$ cat config.mk
export PLATFORM = sky130hd
export DESIGN_NAME = clk_div_bank
export DESIGN_NICKNAME = d
export VERILOG_FILES = /design/src/rtl/clk_div_pkg.sv /design/src/rtl/clk_div_chan.sv /design/src/rtl/clk_div_bank.sv
export SDC_FILE = /design/constraint.sdc
export NUM_CORES = 1
export LEC_CHECK = 0
export CAP_MARGIN = 20
export CORE_MARGIN = 8
export CORE_UTILIZATION = 61
export DETAILED_ROUTE_END_ITERATION = 12
export GPL_ROUTABILITY_DRIVEN = 0
export PLACE_DENSITY = 0.8
export SYNTH_ARGS = -nofsm -noshare
export SYNTH_HDL_FRONTEND = slang
export SYNTH_HIERARCHICAL = 1
export SYNTH_SLANG_ARGS = --single-unit
$ cat constraint.sdc
create_clock -name clk_in1 -period 2.4 [get_ports clk_in1]
set_clock_uncertainty 0.1 [all_clocks]
set_input_delay 0.36 -clock clk_in1 [delete_from_list [all_inputs] [get_ports clk_in1]]
set_output_delay 0.36 -clock clk_in1 [all_outputs]
set_load 0.01 [all_outputs]
$ cat src/rtl/clk_div_pkg.sv
// Shared definitions for the clock divider bank.
// Contents:
//   DIV_W_DEF     default width of the period / high-time / phase fields
//   ST_*          control FSM state encodings (plain constants)
//   ctrl_state_e  the same encodings as an enum, used for the debug state port
//   cfg_t         one channel's configuration record (div, high, phase)
//   def_high      reset high time for a given reset period code
package clk_div_pkg;

  localparam int DIV_W_DEF = 8;

  localparam logic [1:0] ST_RUN_UNLOCKED = 2'd0;
  localparam logic [1:0] ST_RUN_LOCKED   = 2'd1;
  localparam logic [1:0] ST_RESYNC       = 2'd2;

  typedef enum logic [1:0] {
    CTRL_RUN_UNLOCKED = 2'd0,
    CTRL_RUN_LOCKED   = 2'd1,
    CTRL_RESYNC       = 2'd2
  } ctrl_state_e;

  // The record is sized by DIV_W_DEF; a top instantiated with a narrower
  // DIV_W zero-extends into it.
  typedef struct packed {
    logic [DIV_W_DEF-1:0] div;
    logic [DIV_W_DEF-1:0] high;
    logic [DIV_W_DEF-1:0] phase;
  } cfg_t;

  // Roughly 50% duty for the reset period: high = (code+1)/2.
  function automatic logic [DIV_W_DEF-1:0] def_high(input int unsigned def_div);
    return DIV_W_DEF'((def_div + 1) / 2);
  endfunction

endpackage

$ cat src/rtl/clk_div_chan.sv
// One divided-clock channel.
// Ports:
//   clk_in1       clock (rising edge)
//   reset_n       asynchronous active-low reset
//   i_load        resync pulse: load the counter with the start phase
//   i_load_div    period code that becomes active with this load
//   i_load_phase  start offset that becomes active with this load
//   i_div         active period code (period = i_div+1)
//   i_high        active high time in cycles
//   o_clk         registered divided clock
module clk_div_chan #(
  parameter int DIV_W = 8
) (
  input  logic             clk_in1,
  input  logic             reset_n,
  input  logic             i_load,
  input  logic [DIV_W-1:0] i_load_div,
  input  logic [DIV_W-1:0] i_load_phase,
  input  logic [DIV_W-1:0] i_div,
  input  logic [DIV_W-1:0] i_high,
  output logic             o_clk
);

  logic [DIV_W-1:0] r_cnt;
  logic             r_clk;

  always_ff @(posedge clk_in1 or negedge reset_n) begin
    if (!reset_n) begin
      r_cnt <= '0;
      r_clk <= 1'b0;
    end else begin
      // cnt < high gives constant 0 for high=0 and constant 1 for high>=period.
      r_clk <= (r_cnt < i_high);
      if (i_load) begin
        // A phase outside the new period starts the channel at 0.
        r_cnt <= (i_load_phase > i_load_div) ? '0 : i_load_phase;
      end else if (r_cnt >= i_div) begin
        r_cnt <= '0;
      end else begin
        r_cnt <= r_cnt + DIV_W'(1);
      end
    end
  end

  assign o_clk = r_clk;

endmodule

$ cat src/rtl/clk_div_bank.sv
// Bank of N_CH programmable clock dividers sharing one input clock.
// Ports:
//   clk_in1     sole clock (rising edge)
//   reset_n     asynchronous active-low reset
//   cfg_valid   config write request
//   cfg_ready   config write may be accepted (low in reset and in RESYNC)
//   cfg_ch      target channel of the write
//   cfg_div     period code (period = cfg_div+1)
//   cfg_high    high time in cycles
//   cfg_phase   start offset in cycles
//   cfg_apply   pulse: copy every shadow config to active and resync all channels
//   clk_out     registered divided clocks
//   locked      all channels have run on the current config for LOCK_CYCLES cycles
//   cfg_err     sticky flag: a write addressed a channel >= N_CH
//   dbg_state   control FSM state
//
// Handshake: a write transfers on a rising edge where cfg_valid && cfg_ready;
// cfg_valid needs no hold requirement beyond that edge, and cfg_ready does not
// depend on cfg_valid.
module clk_div_bank
  import clk_div_pkg::*;
#(
  parameter int N_CH        = 4,
  parameter int DIV_W       = DIV_W_DEF,
  parameter int DEF_DIV     = 1,
  parameter int LOCK_CYCLES = 16,
  localparam int CH_W       = (N_CH > 1) ? $clog2(N_CH) : 1
) (
  input  logic             clk_in1,
  input  logic             reset_n,
  input  logic             cfg_valid,
  output logic             cfg_ready,
  input  logic [CH_W-1:0]  cfg_ch,
  input  logic [DIV_W-1:0] cfg_div,
  input  logic [DIV_W-1:0] cfg_high,
  input  logic [DIV_W-1:0] cfg_phase,
  input  logic             cfg_apply,
  output logic [N_CH-1:0]  clk_out,
  output logic             locked,
  output logic             cfg_err,
  output ctrl_state_e      dbg_state
);

  localparam int SETTLE_W = $clog2(LOCK_CYCLES + 1);
  localparam logic [SETTLE_W-1:0] LOCK_VAL  = SETTLE_W'(LOCK_CYCLES);
  localparam logic [SETTLE_W-1:0] LOCK_LAST = SETTLE_W'(LOCK_CYCLES - 1);
  // One extra bit so that N_CH itself is representable in the range check.
  localparam logic [CH_W:0] N_CH_EXT = (CH_W + 1)'(N_CH);
  localparam cfg_t RST_CFG = '{
    div:   DIV_W_DEF'(DEF_DIV),
    high:  def_high(DEF_DIV),
    phase: '0
  };

  logic [1:0]          r_state;
  logic [1:0]          w_state_nxt;
  logic [SETTLE_W-1:0] r_settle;
  logic                r_err;
  cfg_t                r_shadow [N_CH];
  cfg_t                r_active [N_CH];

  logic                w_wr_acc;
  logic                w_ch_bad;
  logic                w_resync;

  assign cfg_ready = reset_n && (r_state != ST_RESYNC);
  assign w_wr_acc  = cfg_valid && cfg_ready;
  assign w_ch_bad  = ({1'b0, cfg_ch} >= N_CH_EXT);
  assign w_resync  = (r_state == ST_RESYNC);

  always_comb begin
    w_state_nxt = r_state;
    case (r_state)
      ST_RUN_UNLOCKED: begin
        if (cfg_apply)                  w_state_nxt = ST_RESYNC;
        else if (r_settle == LOCK_LAST) w_state_nxt = ST_RUN_LOCKED;
      end
      ST_RUN_LOCKED: begin
        if (cfg_apply) w_state_nxt = ST_RESYNC;
      end
      ST_RESYNC: w_state_nxt = ST_RUN_UNLOCKED;
      default:   w_state_nxt = ST_RUN_UNLOCKED;
    endcase
  end

  always_ff @(posedge clk_in1 or negedge reset_n) begin
    if (!reset_n) begin
      r_state  <= ST_RUN_UNLOCKED;
      r_settle <= '0;
      r_err    <= 1'b0;
    end else begin
      r_state <= w_state_nxt;
      if (w_resync) begin
        r_settle <= '0;
      end else if (r_settle != LOCK_VAL) begin
        // Saturate so a long-running bank never drops lock by wrapping.
        r_settle <= r_settle + SETTLE_W'(1);
      end
      if (w_wr_acc && w_ch_bad) r_err <= 1'b1;
    end
  end

  // Shadow takes writes; active only changes in the single RESYNC cycle, when
  // writes are blocked, so a write and apply in the same cycle are seen in order.
  always_ff @(posedge clk_in1 or negedge reset_n) begin
    if (!reset_n) begin
      for (int i = 0; i < N_CH; i++) begin
        r_shadow[i] <= RST_CFG;
        r_active[i] <= RST_CFG;
      end
    end else begin
      for (int i = 0; i < N_CH; i++) begin
        if (w_wr_acc && !w_ch_bad && (cfg_ch == CH_W'(i))) begin
          r_shadow[i] <= '{
            div:   DIV_W_DEF'(cfg_div),
            high:  DIV_W_DEF'(cfg_high),
            phase: DIV_W_DEF'(cfg_phase)
          };
        end
        if (w_resync) r_active[i] <= r_shadow[i];
      end
    end
  end

  // The counters load from shadow in the same cycle active is updated, so
  // every channel restarts on its new config from one common edge.
  for (genvar g = 0; g < N_CH; g++) begin : g_chan
    clk_div_chan #(
      .DIV_W (DIV_W)
    ) u_chan (
      .clk_in1      (clk_in1),
      .reset_n      (reset_n),
      .i_load       (w_resync),
      .i_load_div   (DIV_W'(r_shadow[g].div)),
      .i_load_phase (DIV_W'(r_shadow[g].phase)),
      .i_div        (DIV_W'(r_active[g].div)),
      .i_high       (DIV_W'(r_active[g].high)),
      .o_clk        (clk_out[g])
    );
  end

  assign locked    = (r_state == ST_RUN_LOCKED);
  assign cfg_err   = r_err;
  assign dbg_state = ctrl_state_e'(r_state);

endmodule

==> results_tabular.tex <==
\begin{tabular}{lr}
\hline
Metric & Value \\
\hline
\multicolumn{2}{l}{\textbf{Route}} \\
Vias after detailed routing & 6,940 \\
Total wirelength of the detailed-routed design & about 23,000 um \\
Post-detailed-route via-to-cell ratio & 5.61 \\
Initial DRT Pass Iterations & 4 \\
Drc violations & 0 \\
Post-detailed-route wirelength per cell & between 15 and 20 um \\
Residual antenna-violating net count after detailed routing & 0 \\
Starting DRT DRC Count & approximately 340 \\
\multicolumn{2}{l}{\textbf{Finish}} \\
Share of cells above drive strength 1 & 0.192 \\
Total Nets Final & between 1,000 and 1,500 \\
Relative area change from synthesis to final layout & 14.9\% \\
Final design utilization & 0.705 \\
Ant. Diodes & 0 \\
\multicolumn{2}{l}{\textbf{Power and ir drop}} \\
Total net switching power & 4.19 mW \\
Internal power consumption & 8.76 mW \\
Maximum vdd drop & 834 uV \\
Sw Share & 0.323 \\
Lkg Pwr & 5.92 nW \\
Portion of total power attributed to combinational logic & 0.313 \\
Pwr per Cell Area & 1080 mW/mm2 \\
Reg power frac & 0.407 \\
Part of the total power dissipated in the clock network & 0.280 \\
Total Power & $\sim$13 mW \\
\multicolumn{2}{l}{\textbf{Synthesis}} \\
Warning count from the yosys run & 6 \\
Register area share after synthesis & 0.489 \\
Main flop type after synthesis & sky130\_fd\_sc\_hd\_\_dfrtp\_1 \\
Cells after synthesis & 941 \\
Synthesized area per cell & about 11 um2 \\
Seq cells post-synth & slightly above 200 \\
Share of async-settable or async-resettable flops after synthesis & 1.00 \\
Number of nets produced by synthesis & 1,070 \\
Number of enable-type register cells in the synthesized netlist & 0 \\
Unique masters post-synth & 45 \\
Netlist area before placement & 0.0104 mm2 \\
\multicolumn{2}{l}{\textbf{Global routing}} \\
Overall fraction of global-route tracks in use & 0.222 \\
Antenna violations before repair & 0 \\
Global-route wire length before repair & 38,200 um \\
Maximum number of pins on one net before global-route repair & about 160 \\
Remaining global-route overflow & 0 \\
Number of global-route vias before repair & between 7,000 and 8,000 \\
\multicolumn{2}{l}{\textbf{Clock tree}} \\
Clock-pin slew reported for the worst setup and hold paths after clock tree synthesis & roughly 0.06 ns \\
Clock H-tree levels & 1 \\
Later-pin clock latency in the skew report & approximately 0.51 ns \\
Number of clock sinks seen by CTS & 203 \\
Maximum count of clock buffers along a single path & 3 \\
Clock tree from TritonCTS & built \\
CTS buffer count & 22 \\
Master cell of the clock root buffer & sky130\_fd\_sc\_hd\_\_clkbuf\_16 \\
\multicolumn{2}{l}{\textbf{STA}} \\
Final Max Slew Viols & 0 \\
RSZ-0062 raised after global routing & no \\
Highest attainable clock frequency & approximately 430 MHz \\
Worst hold slack across all endpoints & roughly 0.32 ns \\
Final min period & about 2.3 ns \\
Post-route fraction of the period consumed by the critical path & 0.963 \\
Setup TNS & 0 ns \\
Slew @ Worst Pin & 0.959 ns \\
Rel. slew slack & 0.361 \\
Final critical-path setup slack & a little under 0.09 ns \\
Finish-stage setup viols & 0 \\
Final Hold Viols & 0 \\
\multicolumn{2}{l}{\textbf{Die}} \\
Horiz. Die Dim & approximately 150 um \\
Number of top-level pins & 39 \\
Vert. Die Dim & approximately 150 um \\
Initial Util & 0.614 \\
Area of the core & around 0.017 mm2 \\
Total die area & between 0.02 and 0.025 mm2 \\
\# rows & 48 \\
\multicolumn{2}{l}{\textbf{Worst setup path}} \\
Required arrival time at the worst endpoint & approximately 1.9 ns \\
Launching element type of the critical path & primary input \\
Worst Path Max Fanout & 5 \\
Startpoint-to-endpoint class of the critical path & primary input to primary output \\
Endpoint kind of the worst setup timing path & primary output \\
Data arrival time at the worst-slack endpoint & 1.85 ns \\
\multicolumn{2}{l}{\textbf{Placement}} \\
DPL Wire Length & roughly 16,000 um \\
Post-placement setup slack & around 0.11 ns \\
Port buffer count & 37 \\
\multicolumn{2}{l}{\textbf{Run}} \\
Count of max-cap constraint violations & 0 \\
\multicolumn{2}{l}{\textbf{Min path}} \\
Worst min-delay path category & primary input to flip-flop \\
\multicolumn{2}{l}{\textbf{Outcome}} \\
Run status & finished, final reports clean \\
\hline
\end{tabular}
==> through the flow <==
stage	cells	area (um2)
final	1238	12000
after CTS	1238	12000
after detailed placement	1196	11200
after global routing	1238	12000
after global placement	1196	11200
after floorplan	941	10400
==> logic make-up after synthesis <==
kind of cell | Yosys count | synth area share
mux | 97 | 0.112
other cells | 1 | 0.000360
fa+ha+maj | 99 | 0.119
buf+inv | 126 | 0.0495
xor+xnor | 27 | 0.0227
simple gates | 283 | 0.126
flops | 203 | 0.489
compound gates | 105 | 0.0821
==> placed cells by master (no fill, tap or decap), drive strengths merged, types with 2 or more instances in the layout <==
cell type,n
a2111o,4
a211oi,8
a21boi,4
a21o,16
a21oi,17
a2bb2o,4
a31oi,4
and3,5
buf,19
bufinv,3
clkbuf,32
clkdlybuf4s50,36
clkinv,6
dfrtp,187
dfstp,16
ha,99
inv,101
mux2,96
nand2,198
nand2b,9
nand3,21
nand4,12
nor2,16
nor2b,6
nor3,3
nor3b,8
nor4b,2
o211ai,4
o21ai,12
o2bb2ai,28
o31a,4
xnor2,14
xor2,13
==> power by group through the flow <==
| stage | clock network (mW) | logic, mW | registers [mW] |
|---|---|---|---|
| 2_1_floorplan | 0 | 3.08 | 5.03 |
| 3_3_place_gp | 0 | 3.78 | 5.27 |
| 3_5_place_dp | 0 | 4.02 | 5.31 |
| 4_1_cts | 3.68 | 4.09 | 5.26 |
| 5_1_grt | 3.85 | 4.57 | 5.38 |
| 6_report | 3.63 | 4.05 | 5.27 |
==> registers in the layout, summed over array words and instances (netlist names) <==
signal	count
r_shadow	96
r_settle	5
r_active	64
g_chan.u_chan/o_clk	4
g_chan.u_chan/r_cnt	32
dbg_state	2
==> cell type report <==
type	count	area [um2]
Clock inverter	9	131
Fill cell	1186	5010
Sequential cell	203	5100
Multi-Input combinational cell	612	4820
Timing Repair Buffer	57	602
Tap cell	225	282
Inverter	101	379
Clock buffer	31	664
==> per-layer routing <==
| metal | GRT usage | up-vias | share of wire |
|---|---|---|---|
| li1 | - | 3300 | - |
| met1 | 0.277 | 3479 | 0.43 |
| met2 | 0.381 | 114 | 0.49 |
| met3 | 0.0369 | 47 | 0.040 |
| met4 | 0.0793 | 0 | 0.034 |
| met5 | 0 | - | 0 |
==> what timing repair did <==
| item | CTS | global route |
|---|---|---|
| setup buffers | 1 | 0 |
| setup endpoints to repair | 1 | 0 |
| gates resized for setup | 1 | 0 |
| endpoints found under the hold margin | 42 | 0 |
| hold buffers | 1 | 0 |
==> synthesized netlist by cell type (4+ instances only) <==
library cell / instances / area share
sky130_fd_sc_hd__nand2b_4: 4 / 0.0053
sky130_fd_sc_hd__a211oi_1: 8 / 0.0058
sky130_fd_sc_hd__a2111o_1: 4 / 0.0043
sky130_fd_sc_hd__and3_1: 5 / 0.0030
sky130_fd_sc_hd__o2bb2ai_1: 28 / 0.024
sky130_fd_sc_hd__dfrtp_1: 187 / 0.45
sky130_fd_sc_hd__clkbuf_1: 14 / 0.0050
sky130_fd_sc_hd__a21o_1: 16 / 0.012
sky130_fd_sc_hd__inv_1: 100 / 0.036
sky130_fd_sc_hd__nor3b_2: 4 / 0.0048
sky130_fd_sc_hd__nand2_1: 198 / 0.071
sky130_fd_sc_hd__nor2_1: 16 / 0.0058
sky130_fd_sc_hd__nand4_1: 12 / 0.0072
sky130_fd_sc_hd__nand2b_1: 4 / 0.0024
sky130_fd_sc_hd__nor2b_1: 6 / 0.0036
sky130_fd_sc_hd__a21boi_0: 4 / 0.0029
sky130_fd_sc_hd__buf_4: 7 / 0.0050
sky130_fd_sc_hd__nand3_1: 21 / 0.010
sky130_fd_sc_hd__o21ai_0: 8 / 0.0038
sky130_fd_sc_hd__a2bb2o_4: 4 / 0.0077
sky130_fd_sc_hd__o211ai_1: 4 / 0.0029
sky130_fd_sc_hd__ha_1: 99 / 0.12
sky130_fd_sc_hd__a31oi_2: 4 / 0.0048
sky130_fd_sc_hd__mux2_4: 20 / 0.029
sky130_fd_sc_hd__a21oi_1: 17 / 0.0082
sky130_fd_sc_hd__mux2_2: 75 / 0.081
sky130_fd_sc_hd__xor2_1: 13 / 0.011
sky130_fd_sc_hd__o21ai_2: 4 / 0.0034
sky130_fd_sc_hd__nor3b_1: 4 / 0.0029
sky130_fd_sc_hd__o31a_1: 4 / 0.0034
sky130_fd_sc_hd__xnor2_1: 14 / 0.012
sky130_fd_sc_hd__dfstp_2: 16 / 0.040
==> worst max-delay path, stage by stage <==
cell and delay (ns):
sky130_fd_sc_hd__dlygate4sd3_1 0.55, sky130_fd_sc_hd__clkbuf_8 0.17, sky130_fd_sc_hd__and2_1 0.21, sky130_fd_sc_hd__clkdlybuf4s50_1 0.57
==> worst paths after layout <==
path / slack (ns) / endpoint / cells past startpoint / from
max in group asynchronous: 0.94 / r_active[69] / 3 / reset_n
setup reg to reg: 0.22 / r_shadow[79] / 6 / dbg_state[1]
min in group asynchronous: 0.37 / r_shadow[83] / 3 / reset_n
hold / removal: 0.32 / dbg_state[0] / 2 / cfg_apply
hold reg to reg: 0.35 / r_active[32] / 2 / r_shadow[32]
setup / recovery: 0.09 / cfg_ready / 4 / reset_n
Note: power is estimated with default switching activity, not from simulation.
